**src/rtl/alu_arbiter_if.sv**
```systemverilog
// -----------------------------------------------------------------------------
// alu_arbiter_if
// Bundles the two-requester request/response handshake of alu_arbiter.
// Slot k of every 2-bit vector belongs to requester k; operand buses carry
// requester k's N-bit sign-magnitude value in [k*N +: N].
//   i_req_valid / o_req_ready  : request handshake, one bit per requester
//   i_req_op                   : per requester, 0 = a-b, 1 = a+b
//   i_req_a / i_req_b          : packed operands for both requesters
//   o_rsp_valid / i_rsp_ready  : response handshake, one bit per requester
//   o_rsp_data / o_rsp_carry   : shared sign-magnitude result and overflow
//   o_busy                     : arbiter is not idle
// Modports: master = requester side, slave = arbiter side.
// -----------------------------------------------------------------------------
interface alu_arbiter_if #(
  parameter int N = 8
);
  logic [1:0]     i_req_valid;
  logic [1:0]     o_req_ready;
  logic [1:0]     i_req_op;
  logic [2*N-1:0] i_req_a;
  logic [2*N-1:0] i_req_b;
  logic [1:0]     o_rsp_valid;
  logic [1:0]     i_rsp_ready;
  logic [N-1:0]   o_rsp_data;
  logic           o_rsp_carry;
  logic           o_busy;

  modport master (
    output i_req_valid, i_req_op, i_req_a, i_req_b, i_rsp_ready,
    input  o_req_ready, o_rsp_valid, o_rsp_data, o_rsp_carry, o_busy
  );

  modport slave (
    input  i_req_valid, i_req_op, i_req_a, i_req_b, i_rsp_ready,
    output o_req_ready, o_rsp_valid, o_rsp_data, o_rsp_carry, o_busy
  );
endinterface

```
**src/rtl/alu_arbiter.sv**
```systemverilog
// -----------------------------------------------------------------------------
// alu_arbiter
// Two requesters share one sign-magnitude subtract unit. Addition is done by
// flipping B's sign before capture. A small IDLE -> EXEC -> RESP FSM serves
// one operation at a time; simultaneous requests are resolved round-robin.
// Ports:
//   i_clk   : clock, rising edge
//   i_rst_n : asynchronous active-low reset
//   bus     : alu_arbiter_if.slave (request/response handshake, result, busy)
// -----------------------------------------------------------------------------

// Sign-magnitude a - b. Magnitudes are N-1 bits; carry only arises when the
// magnitudes are summed (operand signs differ). Negative zero is not
// normalised.
module sm_sub #(
  parameter int N = 8
) (
  input  logic [N-1:0] a_i,
  input  logic [N-1:0] b_i,
  output logic [N-1:0] diff_o,
  output logic         carry_o
);
  localparam int M = N - 1;

  logic         sign_a, sign_b;
  logic [M-1:0] mag_a, mag_b;
  logic [M:0]   mag_sum;

  assign sign_a  = a_i[N-1];
  assign sign_b  = b_i[N-1];
  assign mag_a   = a_i[M-1:0];
  assign mag_b   = b_i[M-1:0];
  assign mag_sum = {1'b0, mag_a} + {1'b0, mag_b};

  // NOTE: every output of a combinational block gets a default first, so no
  // path through the branches leaves it unassigned and no latch is inferred.
  always_comb begin
    diff_o  = '0;
    carry_o = 1'b0;
    if (sign_a != sign_b) begin
      diff_o  = {sign_a, mag_sum[M-1:0]};
      carry_o = mag_sum[M];
    end else if (mag_a >= mag_b) begin
      diff_o = {sign_a, mag_a - mag_b};
    end else begin
      diff_o = {~sign_a, mag_b - mag_a};
    end
  end
endmodule

module alu_arbiter #(
  parameter int N = 8
) (
  input  logic        i_clk,
  input  logic        i_rst_n,
  alu_arbiter_if.slave bus
);
  localparam logic [1:0] IDLE = 2'd0;
  localparam logic [1:0] EXEC = 2'd1;
  localparam logic [1:0] RESP = 2'd2;

  logic [1:0]   state_q, state_d;
  logic         ptr_q, ptr_d;
  logic         owner_q, owner_d;
  logic [N-1:0] a_q, a_d;
  logic [N-1:0] b_q, b_d;
  logic [N-1:0] data_q, data_d;
  logic         carry_q, carry_d;

  logic         grant_id;
  logic [1:0]   grant_oh;
  logic [1:0]   req_ready;
  logic         req_fire;
  logic         rsp_fire;
  logic [N-1:0] sel_a, sel_b;
  logic         sel_op;
  logic [N-1:0] sub_diff;
  logic         sub_carry;

  // Single valid wins outright; a tie goes to the round-robin pointer.
  always_comb begin
    grant_id = 1'b0;
    if (bus.i_req_valid == 2'b10)      grant_id = 1'b1;
    else if (bus.i_req_valid == 2'b11) grant_id = ptr_q;
  end

  assign grant_oh = (bus.i_req_valid == 2'b00) ? 2'b00 :
                    (grant_id ? 2'b10 : 2'b01);
  // Gated by i_rst_n so ready drops the instant reset asserts, not at an edge.
  assign req_ready = (state_q == IDLE && i_rst_n) ? grant_oh : 2'b00;
  assign req_fire  = |(bus.i_req_valid & req_ready);
  assign rsp_fire  = (state_q == RESP) && bus.i_rsp_ready[owner_q];

  assign sel_a  = grant_id ? bus.i_req_a[2*N-1:N] : bus.i_req_a[N-1:0];
  assign sel_b  = grant_id ? bus.i_req_b[2*N-1:N] : bus.i_req_b[N-1:0];
  assign sel_op = bus.i_req_op[grant_id];

  sm_sub #(.N(N)) u_sub (
    .a_i     (a_q),
    .b_i     (b_q),
    .diff_o  (sub_diff),
    .carry_o (sub_carry)
  );

  always_comb begin
    state_d = state_q;
    ptr_d   = ptr_q;
    owner_d = owner_q;
    a_d     = a_q;
    b_d     = b_q;
    data_d  = data_q;
    carry_d = carry_q;
    case (state_q)
      IDLE: begin
        if (req_fire) begin
          a_d     = sel_a;
          // a + b is computed as a - (-b).
          b_d     = {sel_b[N-1] ^ sel_op, sel_b[N-2:0]};
          owner_d = grant_id;
          state_d = EXEC;
        end
      end
      EXEC: begin
        data_d  = sub_diff;
        carry_d = sub_carry;
        state_d = RESP;
      end
      RESP: begin
        if (rsp_fire) begin
          ptr_d   = ~owner_q;
          state_d = IDLE;
        end
      end
      default: state_d = IDLE;
    endcase
  end

  // NOTE: sequential state uses non-blocking assignments so every register
  // samples the pre-edge values of the others. The operand registers are reset
  // too; they are a handful of flops, not a memory array.
  always_ff @(posedge i_clk or negedge i_rst_n) begin
    if (!i_rst_n) begin
      state_q <= IDLE;
      ptr_q   <= 1'b0;
      owner_q <= 1'b0;
      a_q     <= '0;
      b_q     <= '0;
      data_q  <= '0;
      carry_q <= 1'b0;
    end else begin
      state_q <= state_d;
      ptr_q   <= ptr_d;
      owner_q <= owner_d;
      a_q     <= a_d;
      b_q     <= b_d;
      data_q  <= data_d;
      carry_q <= carry_d;
    end
  end

  assign bus.o_req_ready = req_ready;
  assign bus.o_rsp_valid = (state_q == RESP) ? (owner_q ? 2'b10 : 2'b01) : 2'b00;
  assign bus.o_rsp_data  = data_q;
  assign bus.o_rsp_carry = carry_q;
  assign bus.o_busy      = (state_q != IDLE);
endmodule

```
**src/flat_wrapper.sv**
```systemverilog
// flat-port wrapper written by rule: the top's interface ports become plain ports
module alu_arbiter_flat 
#(
  parameter int N = 8
)
  (i_clk, i_rst_n, bus_i_req_valid, bus_i_req_op, bus_i_req_a, bus_i_req_b, bus_i_rsp_ready, bus_o_req_ready, bus_o_rsp_valid, bus_o_rsp_data, bus_o_rsp_carry, bus_o_busy);
  alu_arbiter_if #(.N(N)) bus_i ();
  input  logic i_clk;
  input  logic i_rst_n;
  input wire logic [$bits(bus_i.i_req_valid)-1:0] bus_i_req_valid;
  input wire logic [$bits(bus_i.i_req_op)-1:0] bus_i_req_op;
  input wire logic [$bits(bus_i.i_req_a)-1:0] bus_i_req_a;
  input wire logic [$bits(bus_i.i_req_b)-1:0] bus_i_req_b;
  input wire logic [$bits(bus_i.i_rsp_ready)-1:0] bus_i_rsp_ready;
  output wire logic [$bits(bus_i.o_req_ready)-1:0] bus_o_req_ready;
  output wire logic [$bits(bus_i.o_rsp_valid)-1:0] bus_o_rsp_valid;
  output wire logic [$bits(bus_i.o_rsp_data)-1:0] bus_o_rsp_data;
  output wire logic [$bits(bus_i.o_rsp_carry)-1:0] bus_o_rsp_carry;
  output wire logic [$bits(bus_i.o_busy)-1:0] bus_o_busy;
  assign bus_i.i_req_valid = bus_i_req_valid;
  assign bus_i.i_req_op = bus_i_req_op;
  assign bus_i.i_req_a = bus_i_req_a;
  assign bus_i.i_req_b = bus_i_req_b;
  assign bus_i.i_rsp_ready = bus_i_rsp_ready;
  assign bus_o_req_ready = bus_i.o_req_ready;
  assign bus_o_rsp_valid = bus_i.o_rsp_valid;
  assign bus_o_rsp_data = bus_i.o_rsp_data;
  assign bus_o_rsp_carry = bus_i.o_rsp_carry;
  assign bus_o_busy = bus_i.o_busy;
  alu_arbiter #(.N(N)) u_core (.i_clk(i_clk), .i_rst_n(i_rst_n), .bus(bus_i));
endmodule
```
**config.mk**
```make
export PLATFORM = sky130hd
export DESIGN_NAME = alu_arbiter_flat
export DESIGN_NICKNAME = d
export VERILOG_FILES = /design/src/rtl/alu_arbiter_if.sv /design/src/rtl/alu_arbiter.sv /design/src/flat_wrapper.sv
export SDC_FILE = /design/constraint.sdc
export NUM_CORES = 1
export LEC_CHECK = 0
export CAP_MARGIN = 10
export CORE_MARGIN = 2
export CORE_UTILIZATION = 50
export CTS_CLUSTER_DIAMETER = 40
export DETAILED_ROUTE_END_ITERATION = 16
export DONT_BUFFER_PORTS = 1
export HOLD_SLACK_MARGIN = 0.08
export PLACE_DENSITY_LB_ADDON = 0.08
export SYNTH_ARGS = -nofsm -noshare
export SYNTH_HDL_FRONTEND = slang
export SYNTH_SLANG_ARGS = --single-unit
```
**constraint.sdc**
```tcl
create_clock -name i_clk -period 2.65 [get_ports i_clk]
set_input_delay 0 -clock i_clk [delete_from_list [all_inputs] [get_ports i_clk]]
set_output_delay 0 -clock i_clk [all_outputs]
set_load 0.05 [all_outputs]
```
Word level (Yosys, flattened, before mapping):

Index checks and enable logic that the tools add are counted.

* register bits: 29
* latch bits: 0
* memory bits (writable): 0
* ROM bits: 0
* input port bits: 40
* output and inout bits: 14
* memories: 0

* add/sub/neg operators: 3
* multipliers: 0
* div/mod/pow operators: 0
* magnitude comparators: 3
* equal/unequal tests: 7
* shift operators: 0
* multiplexer cells: 19
* bitwise logic cells: 4
* reduce and logical (&&, ||, !) cells: 9

Operators by type and width (number)
* $mux W8: 4
* $mux W2: 7
* $sub A7 B7 Y7: 2
* $add A7 B7 Y8: 1
* $ge A7 B7 Y1: 1
* $mux W1: 7
* $eq A2 B2 Y1 const B: 3
* $pmux W2 S3: 1
* $reduce_and A2 Y1: 3
* $logic_not A2 Y1: 2
* $lt A1 B2 Y1 const B: 2
* $ne A2 B1 Y1 const B: 2
* $and A2 B2 Y2: 1
* $eq A2 B1 Y1 const B: 1
* $logic_and A1 B1 Y1: 2
* $not A1 Y1: 2
* $reduce_bool A2 Y1: 1
* $reduce_or A2 Y1: 1
* $ne A1 B1 Y1: 1
* $xor A1 B1 Y1: 1

Longest topological paths before layout:

* word-level depth: 10
* mapped depth: 9
* gate-level depth less buffers: 9

Hierarchy:

Synthesis repeated with hierarchy kept, for this count alone.

* cell total of the unflattened synthesis: 256
* area, all modules: 2391.0 um^2

By module, submodules not included
* alu_arbiter: instances 1, cells each 138, area each 1480.2 um^2
* sm_sub: instances 1, cells each 118, area each 910.9 um^2

Least setup slack after synthesis:

Ideal clock, no wire load.

* path kind: reg-to-reg
* from: register u_core.b_q[0]
* to: register u_core.data_q[6] (netlist: u_core.bus.o_rsp_data[6])
* setup time: 0.131 ns
* arrival time: 2.056 ns
* slack: 0.463 ns
* stages on the path, launching flop included: 9
* path buffers: 0
* path through: dfrtp_1 ha_1 fa_1 nor2b_1 o21bai_1 a211oi_1 a211oi_1 mux2i_1 or3_1

* cells in the longest elaborated chain, start to end: 3
* elaborated cells between the ends (all ways): 6
* those cells by class: add/sub (3); order compare (1); mux (2)

RTL lines
* from (decl): line alu_arbiter.sv:66 `logic [N-1:0] b_q, b_d;`
* from (signal assigned): line alu_arbiter.sv:147 `b_q <= '0;`
* from (signal assigned): line alu_arbiter.sv:155 `b_q <= b_d;`
* $sub A7 B7 Y7 (tied with other cells): line alu_arbiter.sv:46 `diff_o = {~sign_a, mag_b - mag_a};`
* $mux W8: line alu_arbiter.sv:43 `end else if (mag_a >= mag_b) begin`
* $mux W8 (*): line alu_arbiter.sv:40 `if (sign_a != sign_b) begin`
* to (signal assigned): line alu_arbiter.sv:156 `data_q <= data_d;`
* to (decl): line alu_arbiter.sv:67 `logic [N-1:0] data_q, data_d;`

Mark *: on every way between the ends. The rest lies on a longest branch, timed or not.
A chain may end at the register's enable or synchronous reset.

Final worst setup path:

Same ends and word-level chain as after synthesis.

==> run summary <==
Status: finished, final reports clean
TNS Setup: 0 ns
Hold Buf Count CTS: 37
Worst hold stages: 4
Grt ovf: 0
Slew @ Worst Pin: 0.8769 ns
Routed length on met1: 2487 um
Crit-path max FO: 5
Ranking of synthesized cells by area: dfrtp_1 (32%), ha_1 (12%), mux2i_1 (9.3%)
#FFs+latches synth: 29
Sequential share of power: 0.279
Post-synth top cells: dfrtp_1 (29), nor2_1 (27), a21oi_1 (26)
Via count: 1849
Nets: 350
1st-iter DRT viols: 130
Placed wire-length estimate: 3509 um
Clock Skew: 0.003928 ns
Area leader, netlist: dfrtp_1
Layout cells sized above 1: 0.09123
Synth Flop Type: dfrtp_1
Final Cycle Share: 0.9235
# diodes: 0
Count leader, synth: dfrtp_1
Total Wirelength: 5065 um
Final Slew Violations: 0
Sw Ratio: 0.5199
EDFF count, synth: 0
Worst reg-to-reg path cell count: 8
Arrival @ worst endpoint: 2.60 ns
First-pass DRT Iterations: 4
Largest net degree at the start of global routing: 34
# Post-CTS Setup Buffers: 0
Final Setup Violations: 0
CP required: 2.80 ns
Area Overhead vs Synth: 22.80%
Vias in the first global route: 1918
Core footprint: 4354 um^2
Mapped cell area: 2256 um^2
R2R Setup Slk: 0.20 ns
I/O pins: 54
CTS Buf Count: 5
Max VDD drop: 500.0 uV
DR WL/cell: 15.03 um
Post-cts resize count: 0
Fraction of registers with async set/reset: 1.000
Syn_nets: 312
Netlist cell types: 51
Register area share after synthesis: 0.3217
GRT Total Usage: 0.2211
Clock H-tree levels: 2
Internal: 1.901 mW
Clock Latency Late Sink: 0.28 ns
LEAKAGE: 1.306 nW
Yosys top cell area share: 0.3217
Initial Util: 0.5181
Post-route ant nets: 0
Chip width: 71.17 um
Max-slew headroom: 0.4133
Top routing layer used: met4
Final min period: 2.447 ns
Clock Sinks: 29
Met2 WL: 2304 um
Pwr dens: 1430 nW/um^2
Fin area: 2770 um^2
IO buf count: 0
CP Launch Type: register
FMAX: 0.4086 GHz
Crit. End Element: register
Max-cap viol count: 0
YS warnings: 0
Logic pwr share: 0.636
Clock root cell: clkbuf_8
WL met3: 221 um
GPL Wtd Cong: 0.8779
Clock Pin Slew Worst Setup and Hold Paths: 0.06 ns
Die Footprint: 5065 um^2
HP Class: in -> reg
Post-synthesis cell count: 248
Final hold vios: 0
Die H: 71.17 um
First-pass GRT wire length: 8928 um
Critical path class: reg -> reg
DRC viols: 0
CTS Buffer Depth: 2
Placed cell area: 2316 um^2
NetSw: 2.059 mW
Post-layout power: 3.960 mW
Rows: 24
Avg Vias per Cell: 5.487
Clock share of power: 0.085
Initial antenna violation count: 0
Syn avg cell area: 9.096 um^2
RSZ-0062 raised after global routing: false
CTS tree: built
kinds of logic (layout without fill, tap and decap cells):
kind of cell    Yosys count  in the layout  synth area share
compound gates           66             66            0.2130
simple gates             66             66            0.1348
flops                    29             29            0.3217
xor+xnor                  5              5           0.01942
fa+ha+maj                24             24            0.1431
mux                      23             23            0.1032
buf+inv                  35             72           0.06489
cell type report:
cell class | instances | area [um^2]
clock inverters | 1 | 5.005
clock buffers | 5 | 68.82
repair buffers | 44 | 432.9
inverters | 22 | 82.58
well taps | 52 | 65.06
fillers | 356 | 1584
flip-flops and latches | 29 | 725.7
multi-input cells | 184 | 1390
sequential cells by signal, summed over array words and instances, names as in the netlist:
name / cells
u_core.a_q: 8
u_core.b_q: 8
u_core.bus.o_rsp_data: 8
u_core.state_q: 2
u_core.bus.o_rsp_carry: 1
u_core.owner_q: 1
u_core.ptr_q: 1
critical path, stage by stage, from the launching register on:
cell	delay [ns]
dfrtp_1	0.43
ha_1	0.26
fa_1	0.41
nor2b_1	0.15
o21bai_1	0.20
a211oi_1	0.11
a211oi_1	0.27
mux2i_1	0.12
or3_1	0.37
path summary, 6_finish.rpt:
kind                                            end       startpoint
max                        u_core.bus.o_rsp_data[6]    u_core.b_q[0]
min                                   u_core.b_q[7]  bus_i_req_op[0]
max reg2reg                u_core.bus.o_rsp_data[6]    u_core.b_q[0]
min reg2reg                           u_core.a_q[6]    u_core.a_q[6]
max in group asynchronous             u_core.a_q[4]          i_rst_n
min in group asynchronous              u_core.ptr_q          i_rst_n
metrics by stage:
stage	cells	worst slack, ns	utilization	hold WS, ns
after floorplan	248	0.4630	-	-0.2956
after global placement	294	0.2839	0.5319	-0.2949
after detailed placement	294	0.2116	0.5319	-0.2948
after CTS	337	0.2063	0.6362	0.1139
after global routing	337	0.02642	0.6362	0.1697
final	337	0.2028	0.6362	0.1347
metal layers:
layer / GRT usage / vias up
li1: - / 946
met3: 0.05556 / 5
met1: 0.2975 / 847
met5: 0 / -
met4: 0.05451 / 0
met2: 0.3580 / 51
layout by cell type, fill, tap and decap left out, drive strengths merged, types with 4 or more instances in the layout:
| cell type | n |
|---|---|
| dfrtp | 29 |
| o311ai | 5 |
| nand3 | 5 |
| o21ai | 8 |
| a211oi | 4 |
| nor2b | 4 |
| buf | 8 |
| a21oi | 27 |
| inv | 22 |
| nand2b | 4 |
| nand2 | 15 |
| mux2i | 21 |
| clkbuf | 5 |
| dlygate4sd3 | 36 |
| ha | 21 |
| nor2 | 27 |
power by group through the flow:
stage          registers (mW)  clock network, mW  logic [mW]
2_1_floorplan            1.05                  0        1.97
3_3_place_gp             1.10                  0        2.43
3_5_place_dp             1.11                  0        2.41
4_1_cts                  1.11              0.347        2.51
5_1_grt                  1.15              0.369        2.82
6_report                 1.10              0.338        2.52
(Power assumes the default switching activity.)
